### config.mk
export PLATFORM = sky130hd
export DESIGN_NAME = multicycle_ctrl
export DESIGN_NICKNAME = d
export VERILOG_FILES = /design/src/rtl/multicycle_ctrl.sv
export SDC_FILE = /design/constraint.sdc
export NUM_CORES = 1
export LEC_CHECK = 0
export BUFFER_PORTS_ARGS = -buffer_cell sky130_fd_sc_hd__clkbuf_2
export CORE_MARGIN = 3
export CORE_UTILIZATION = 51
export CTS_CLUSTER_DIAMETER = 150
export DETAILED_ROUTE_END_ITERATION = 8
export HOLD_SLACK_MARGIN = 0.12
export PLACE_DENSITY = 0.92
export SLEW_MARGIN = 15
export SYNTH_ARGS = -nofsm -noshare
export SYNTH_HDL_FRONTEND = slang
export SYNTH_SLANG_ARGS = --single-unit
### constraint.sdc
create_clock -name clk -period 3.7 [get_ports clk]
set_input_delay 0.555 -clock clk [delete_from_list [all_inputs] [get_ports clk]]
set_output_delay 0.555 -clock clk [all_outputs]
set_load 0.01 [all_outputs]
### src/rtl/multicycle_ctrl.sv
// Multi-cycle RV32I control FSM: sequences IR, shared ALU, unified memory port and sign extender.
// Latency: lw 5, sw/R/I/jal 4, beq 3, illegal 2 cycles (FETCH inclusive); outputs combinational from state.
// No backpressure: advances every cycle; rst (sync, active-high) forces all enables low and returns to FETCH.
//
// Ports: clk/rst; Instr (latched instruction), Zero (ALU flag) in.
//        PCWrite/AdrSrc/MemWrite/IRWrite/ResultSrc/ALUSrcA/ALUSrcB/ALUControl/RegWrite/ImmSrc drive the datapath;
//        IllegalInstr pulses in DECODE on an unsupported opcode; State is the debug state code;
//        Retired counts completed instructions (wraps modulo 2^RETIRE_W).
// Build option: define MC_JAL_EN to support jal (DECODE->JAL->ALUWB); otherwise jal decodes as illegal.
module multicycle_ctrl #(
  parameter int RETIRE_W = 32
) (
  input  logic                clk,
  input  logic                rst,
  input  logic [31:0]         Instr,
  input  logic                Zero,
  output logic                PCWrite,
  output logic                AdrSrc,
  output logic                MemWrite,
  output logic                IRWrite,
  output logic [1:0]          ResultSrc,
  output logic [1:0]          ALUSrcA,
  output logic [1:0]          ALUSrcB,
  output logic [2:0]          ALUControl,
  output logic                RegWrite,
  output logic [1:0]          ImmSrc,
  output logic                IllegalInstr,
  output logic [3:0]          State,
  output logic [RETIRE_W-1:0] Retired
);

  typedef enum logic [3:0] {
    S_FETCH    = 4'd0,
    S_DECODE   = 4'd1,
    S_MEMADR   = 4'd2,
    S_MEMREAD  = 4'd3,
    S_MEMWB    = 4'd4,
    S_MEMWRITE = 4'd5,
    S_EXECR    = 4'd6,
    S_EXECI    = 4'd7,
    S_ALUWB    = 4'd8,
    S_BEQ      = 4'd9,
    S_JAL      = 4'd10
  } state_t;

  localparam logic [6:0] OP_LW  = 7'b0000011;
  localparam logic [6:0] OP_SW  = 7'b0100011;
  localparam logic [6:0] OP_R   = 7'b0110011;
  localparam logic [6:0] OP_I   = 7'b0010011;
  localparam logic [6:0] OP_BEQ = 7'b1100011;
  localparam logic [6:0] OP_JAL = 7'b1101111;

`ifdef MC_JAL_EN
  localparam bit JAL_EN = 1'b1;
`else
  localparam bit JAL_EN = 1'b0;
`endif

  state_t              r_state;
  state_t              w_next;
  logic [RETIRE_W-1:0] r_retired;

  logic [6:0] w_opcode;
  logic [2:0] w_funct3;
  logic       w_pcwrite, w_adrsrc, w_memwrite, w_irwrite, w_regwrite, w_illegal, w_retire;
  logic [1:0] w_resultsrc, w_alusrca, w_alusrcb, w_immsrc;
  logic [2:0] w_aluctl, w_alu_dec;
  logic       w_unused;

  assign w_opcode = Instr[6:0];
  assign w_funct3 = Instr[14:12];
  // Register/immediate fields are consumed by the datapath, not here.
  assign w_unused = ^{Instr[31], Instr[29:15], Instr[11:7]};

  always_ff @(posedge clk) begin
    if (rst) begin
      r_state   <= S_FETCH;
      r_retired <= '0;
    end else begin
      r_state <= w_next;
      if (w_retire) r_retired <= r_retired + RETIRE_W'(1);
    end
  end

  // ALU op for EXECR/EXECI; only R-type honours Instr[30] (sub), addi stays add.
  always_comb begin
    w_alu_dec = 3'b000;
    case (w_funct3)
      3'b000:  if (w_opcode == OP_R && Instr[30]) w_alu_dec = 3'b001;
      3'b010:  w_alu_dec = 3'b101;
      3'b110:  w_alu_dec = 3'b011;
      3'b111:  w_alu_dec = 3'b010;
      default: w_alu_dec = 3'b000;
    endcase
  end

  // Sign-extender format follows the opcode in every state.
  always_comb begin
    w_immsrc = 2'b00;
    case (w_opcode)
      OP_SW:   w_immsrc = 2'b01;
      OP_BEQ:  w_immsrc = 2'b10;
      OP_JAL:  w_immsrc = JAL_EN ? 2'b11 : 2'b00;
      default: w_immsrc = 2'b00;
    endcase
  end

  always_comb begin
    w_next      = S_FETCH;
    w_pcwrite   = 1'b0;
    w_adrsrc    = 1'b0;
    w_memwrite  = 1'b0;
    w_irwrite   = 1'b0;
    w_resultsrc = 2'b00;
    w_alusrca   = 2'b00;
    w_alusrcb   = 2'b00;
    w_aluctl    = 3'b000;
    w_regwrite  = 1'b0;
    w_illegal   = 1'b0;
    w_retire    = 1'b0;
    case (r_state)
      S_FETCH: begin
        w_irwrite   = 1'b1;
        w_alusrcb   = 2'b10;
        w_resultsrc = 2'b10;
        w_pcwrite   = 1'b1;
        w_next      = S_DECODE;
      end
      S_DECODE: begin
        // ALU precomputes OldPC + imm so BEQ/JAL find the target in ALUOut.
        w_alusrca = 2'b01;
        w_alusrcb = 2'b01;
        case (w_opcode)
          OP_LW, OP_SW: w_next = S_MEMADR;
          OP_R:         w_next = S_EXECR;
          OP_I:         w_next = S_EXECI;
          OP_BEQ:       w_next = S_BEQ;
          OP_JAL: begin
            if (JAL_EN) w_next = S_JAL;
            else        w_illegal = 1'b1;
          end
          default:      w_illegal = 1'b1;
        endcase
      end
      S_MEMADR: begin
        w_alusrca = 2'b10;
        w_alusrcb = 2'b01;
        w_next    = (w_opcode == OP_LW) ? S_MEMREAD : S_MEMWRITE;
      end
      S_MEMREAD: begin
        w_adrsrc = 1'b1;
        w_next   = S_MEMWB;
      end
      S_MEMWB: begin
        w_resultsrc = 2'b01;
        w_regwrite  = 1'b1;
        w_retire    = 1'b1;
      end
      S_MEMWRITE: begin
        w_adrsrc   = 1'b1;
        w_memwrite = 1'b1;
        w_retire   = 1'b1;
      end
      S_EXECR: begin
        w_alusrca = 2'b10;
        w_alusrcb = 2'b00;
        w_aluctl  = w_alu_dec;
        w_next    = S_ALUWB;
      end
      S_EXECI: begin
        w_alusrca = 2'b10;
        w_alusrcb = 2'b01;
        w_aluctl  = w_alu_dec;
        w_next    = S_ALUWB;
      end
      S_ALUWB: begin
        w_regwrite = 1'b1;
        w_retire   = 1'b1;
      end
      S_BEQ: begin
        w_alusrca = 2'b10;
        w_alusrcb = 2'b00;
        w_aluctl  = 3'b001;
        w_pcwrite = Zero;
        w_retire  = 1'b1;
      end
      S_JAL: begin
        // ALUResult = OldPC + 4 is the link value; PC loads the target from ALUOut.
        w_alusrca = 2'b01;
        w_alusrcb = 2'b10;
        w_pcwrite = 1'b1;
        w_next    = S_ALUWB;
      end
      default: w_next = S_FETCH;
    endcase
  end

  // Enables are masked by rst so nothing is written while reset is held.
  assign PCWrite      = w_pcwrite  & ~rst;
  assign MemWrite     = w_memwrite & ~rst;
  assign IRWrite      = w_irwrite  & ~rst;
  assign RegWrite     = w_regwrite & ~rst;
  assign IllegalInstr = w_illegal  & ~rst;
  assign AdrSrc       = w_adrsrc;
  assign ResultSrc    = w_resultsrc;
  assign ALUSrcA      = w_alusrca;
  assign ALUSrcB      = w_alusrcb;
  assign ALUControl   = w_aluctl;
  assign ImmSrc       = w_immsrc;
  assign State        = r_state;
  assign Retired      = r_retired;

endmodule

==> impl_metrics.json <==
{
  "outcome": "completed",
  "clk_latency_ps": 290,
  "synth-seq-cells": 36,
  "p_leak_nw": 0.935,
  "cts_resized": 0,
  "cts_tree": "yes",
  "grt_usage_pct": 21.5,
  "clock-sinks": 36,
  "avgRoutedWirePerCell_um": 12.7,
  "grt-ovfl-total": 0,
  "endpoint": "Retired[20]",
  "ys_types": 35,
  "reg2reg_depth": 4,
  "yosys_warnings": 0,
  "crit_required_ps": 3880,
  "n_antenna_cell": 0,
  "p_sw_w": 0.000166,
  "worst_pin_slew_ps": 924,
  "first_pass_iters": 4,
  "reg2reg_slack_ps": 870,
  "rsz0062_at_grt": "false",
  "drv_slew": 0,
  "crit_family": "simple AND/OR/NAND/NOR gates",
  "p_comb_share_pct": 6.4,
  "p_clk_share_pct": 39.2,
  "drtIter0Drc": 142,
  "placed_area_um2": 2360,
  "cap_violations": 0,
  "post-dp-hpwl_um": 3240,
  "period_share_pct": 76.5,
  "area_growth_pct": 21.0,
  "hold_buffers": 0,
  "cpPeakStageDelay_ps": 910,
  "hold_violations": 0,
  "fmax_mhz": 353,
  "dieArea_um2": 4760,
  "avgViaCountPerCell": 5.73,
  "clkSlewWorstSetupHoldPaths_ps": 70,
  "grt_max_degree": 29,
  "powerDensity_nw_per_um2": 295,
  "yosysSeqAreaShare_pct": 35.6,
  "nets": 352,
  "fin_worst_skew_ps": 4.65,
  "design_area_um2": 2450,
  "worstSetupStartpointType": "register",
  "slowest_stage": "or4b_1",
  "crit_fanout": 20,
  "port_buffers": 66,
  "cp.depth": 4,
  "critPathCaptureType": "register",
  "r2r-end": "Retired[20]",
  "die_w_um": 69.0,
  "critPathKind": "register to register",
  "ant_nets": 0,
  "grt_antenna_before_repair": 0,
  "vias": 2091,
  "ir_worst_vdd_mv": 0.144,
  "drive_above_1_share_pct": 27.4,
  "grt_pass1_vias": 1810,
  "r2r-start": "State[3]",
  "cts-root-buf": "clkbuf_8",
  "syn_inst": 260,
  "synth_nets": 296,
  "cts_buffers": 5,
  "wl_um": 4650,
  "crit_start": "State[3]",
  "path_cells": "xnor2_1 -> or4b_1 -> nor4_1 -> mux2_2",
  "post_cts_buffers": 0,
  "setup_viol": 0,
  "critical_path_arrival_ps": 3010,
  "die_h_um": 69.0,
  "rows": 22,
  "p_int_w": 0.000557,
  "grt_pass1_wl_um": 7930,
  "place_congestion": 0.761,
  "ios": 88,
  "avgSynthCellArea_um2": 7.78,
  "holdCritPathClass": "input port to register",
  "period_needed_ps": 2830,
  "p_seq_share_pct": 54.3,
  "p_sw_share_pct": 23.0,
  "drc": 0,
  "tns_ps": 0,
  "cts_max_path_buffers": 2,
  "critPathBufInv": 0,
  "coreArea_um2": 3740,
  "ctsHtreeMaxLevel": 2,
  "syn_area_um2": 2020,
  "initial_core_util_pct": 54.0,
  "maxSlewHeadroom_pct": 37.9
}
==> layer usage <==
layer	track usage, %	up-vias	share of wire [%]
met1	27.4	954	45
met5	0	-	0
met2	35.2	74	46
li1	-	1055	-
met3	5.35	8	8.0
met4	7.30	0	1.5
==> kinds of logic after synthesis <==
kind of cell    count (synthesis)  share of synthesized area, %
simple gates                  128                          35.5
compound gates                 47                          13.2
flops                          36                          35.6
buf+inv                        28                          5.26
xor+xnor                       11                          4.76
mux                             9                          5.01
fa+ha+maj                       1                         0.618
==> cell usage after synthesis <==
master,instances,area share (%)
nor4_1,9,2.8
mux2_2,9,5.0
nor2_1,30,5.6
o41a_1,1,0.56
or3_1,10,3.1
nor2b_1,11,3.4
xor2_1,1,0.43
dfxtp_1,36,36
o21ai_0,12,3.0
nand4_1,9,2.8
nand3_1,7,1.7
buf_2,1,0.25
nor3b_1,4,1.5
and4_1,2,0.87
nor4b_1,1,0.43
a32oi_1,1,0.43
nand3b_1,2,0.74
nand4b_1,2,0.87
nor3_1,14,3.5
o2bb2ai_1,1,0.43
nand2_1,9,1.7
clkbuf_1,14,2.6
o31ai_1,6,2.2
nand2b_1,4,1.2
xnor2_1,10,4.3
buf_1,4,0.74
or2_2,2,0.62
o22ai_1,1,0.31
a21boi_0,1,0.37
ha_1,1,0.62
nand4bb_1,1,0.56
or4_1,10,3.7
or4b_1,1,0.49
inv_1,9,1.7
a21oi_1,24,5.9
==> power by group through the flow <==
stage | clock, W | combinational [W] | sequential [W]
after floorplan | 0 | 0.0000310 | 0.000398
after global placement | 0 | 0.0000456 | 0.000401
after detailed placement | 0 | 0.0000467 | 0.000401
after CTS | 0.000290 | 0.0000470 | 0.000392
after global routing | 0.000304 | 0.0000525 | 0.000393
final | 0.000284 | 0.0000466 | 0.000393
==> worst min-delay path by stage <==
stage	startpoint	to	slack, ps	cells past startpoint
detailed placement	Retired[30]	Retired[30]	490	2
global route	Instr[6]	State[1]	500	2
floorplan	Retired[30]	Retired[30]	510	2
global placement	Retired[30]	Retired[30]	480	2
finish	Instr[6]	State[1]	500	2
CTS	Instr[6]	State[1]	490	2
==> area by class of cell <==
type | count | area (um2)
Fill cell | 325 | 1290
Multi-Input combinational cell | 196 | 1200
Sequential cell | 36 | 721
Timing Repair Buffer | 68 | 345
Clock buffer | 6 | 82.6
Tap cell | 48 | 60.1
Inverter | 9 | 33.8
Clock inverter | 2 | 10.0
==> through the flow <==
step                      hold WS (ps)  power [W]  instances  setup slack (ps)  util [%]
after detailed placement           492   0.000448        357               886      62.9
after global placement             480   0.000447        357               948      62.9
after floorplan                    508   0.000429        260              1500         -
after CTS                          486   0.000729        365               879      65.4
after global routing               500   0.000749        365               660      65.4
final                              499   0.000723        365               868      65.4
==> cell usage in the layout (no fill, tap or decap), drive strengths merged, types with 2 or more instances in the layout <==
cell     n
or3     10
nand3b   2
nor2b   11
o21ai   12
nor4     9
inv      9
nand4b   2
nor3b    4
buf      2
nand3    7
o31ai    6
or4     10
clkinv   2
nand2b   4
nand4    9
or2      2
nor2    30
nand2    9
xnor2   10
mux2     9
dfxtp   36
clkbuf  72
a21oi   24
nor3    14
and4     2
==> state kept, by name, summed over array words and instances (netlist names) <==
| name | count |
|---|---|
| Retired | 32 |
| State | 4 |
No activity file was read; power rests on OpenSTA's default activity.
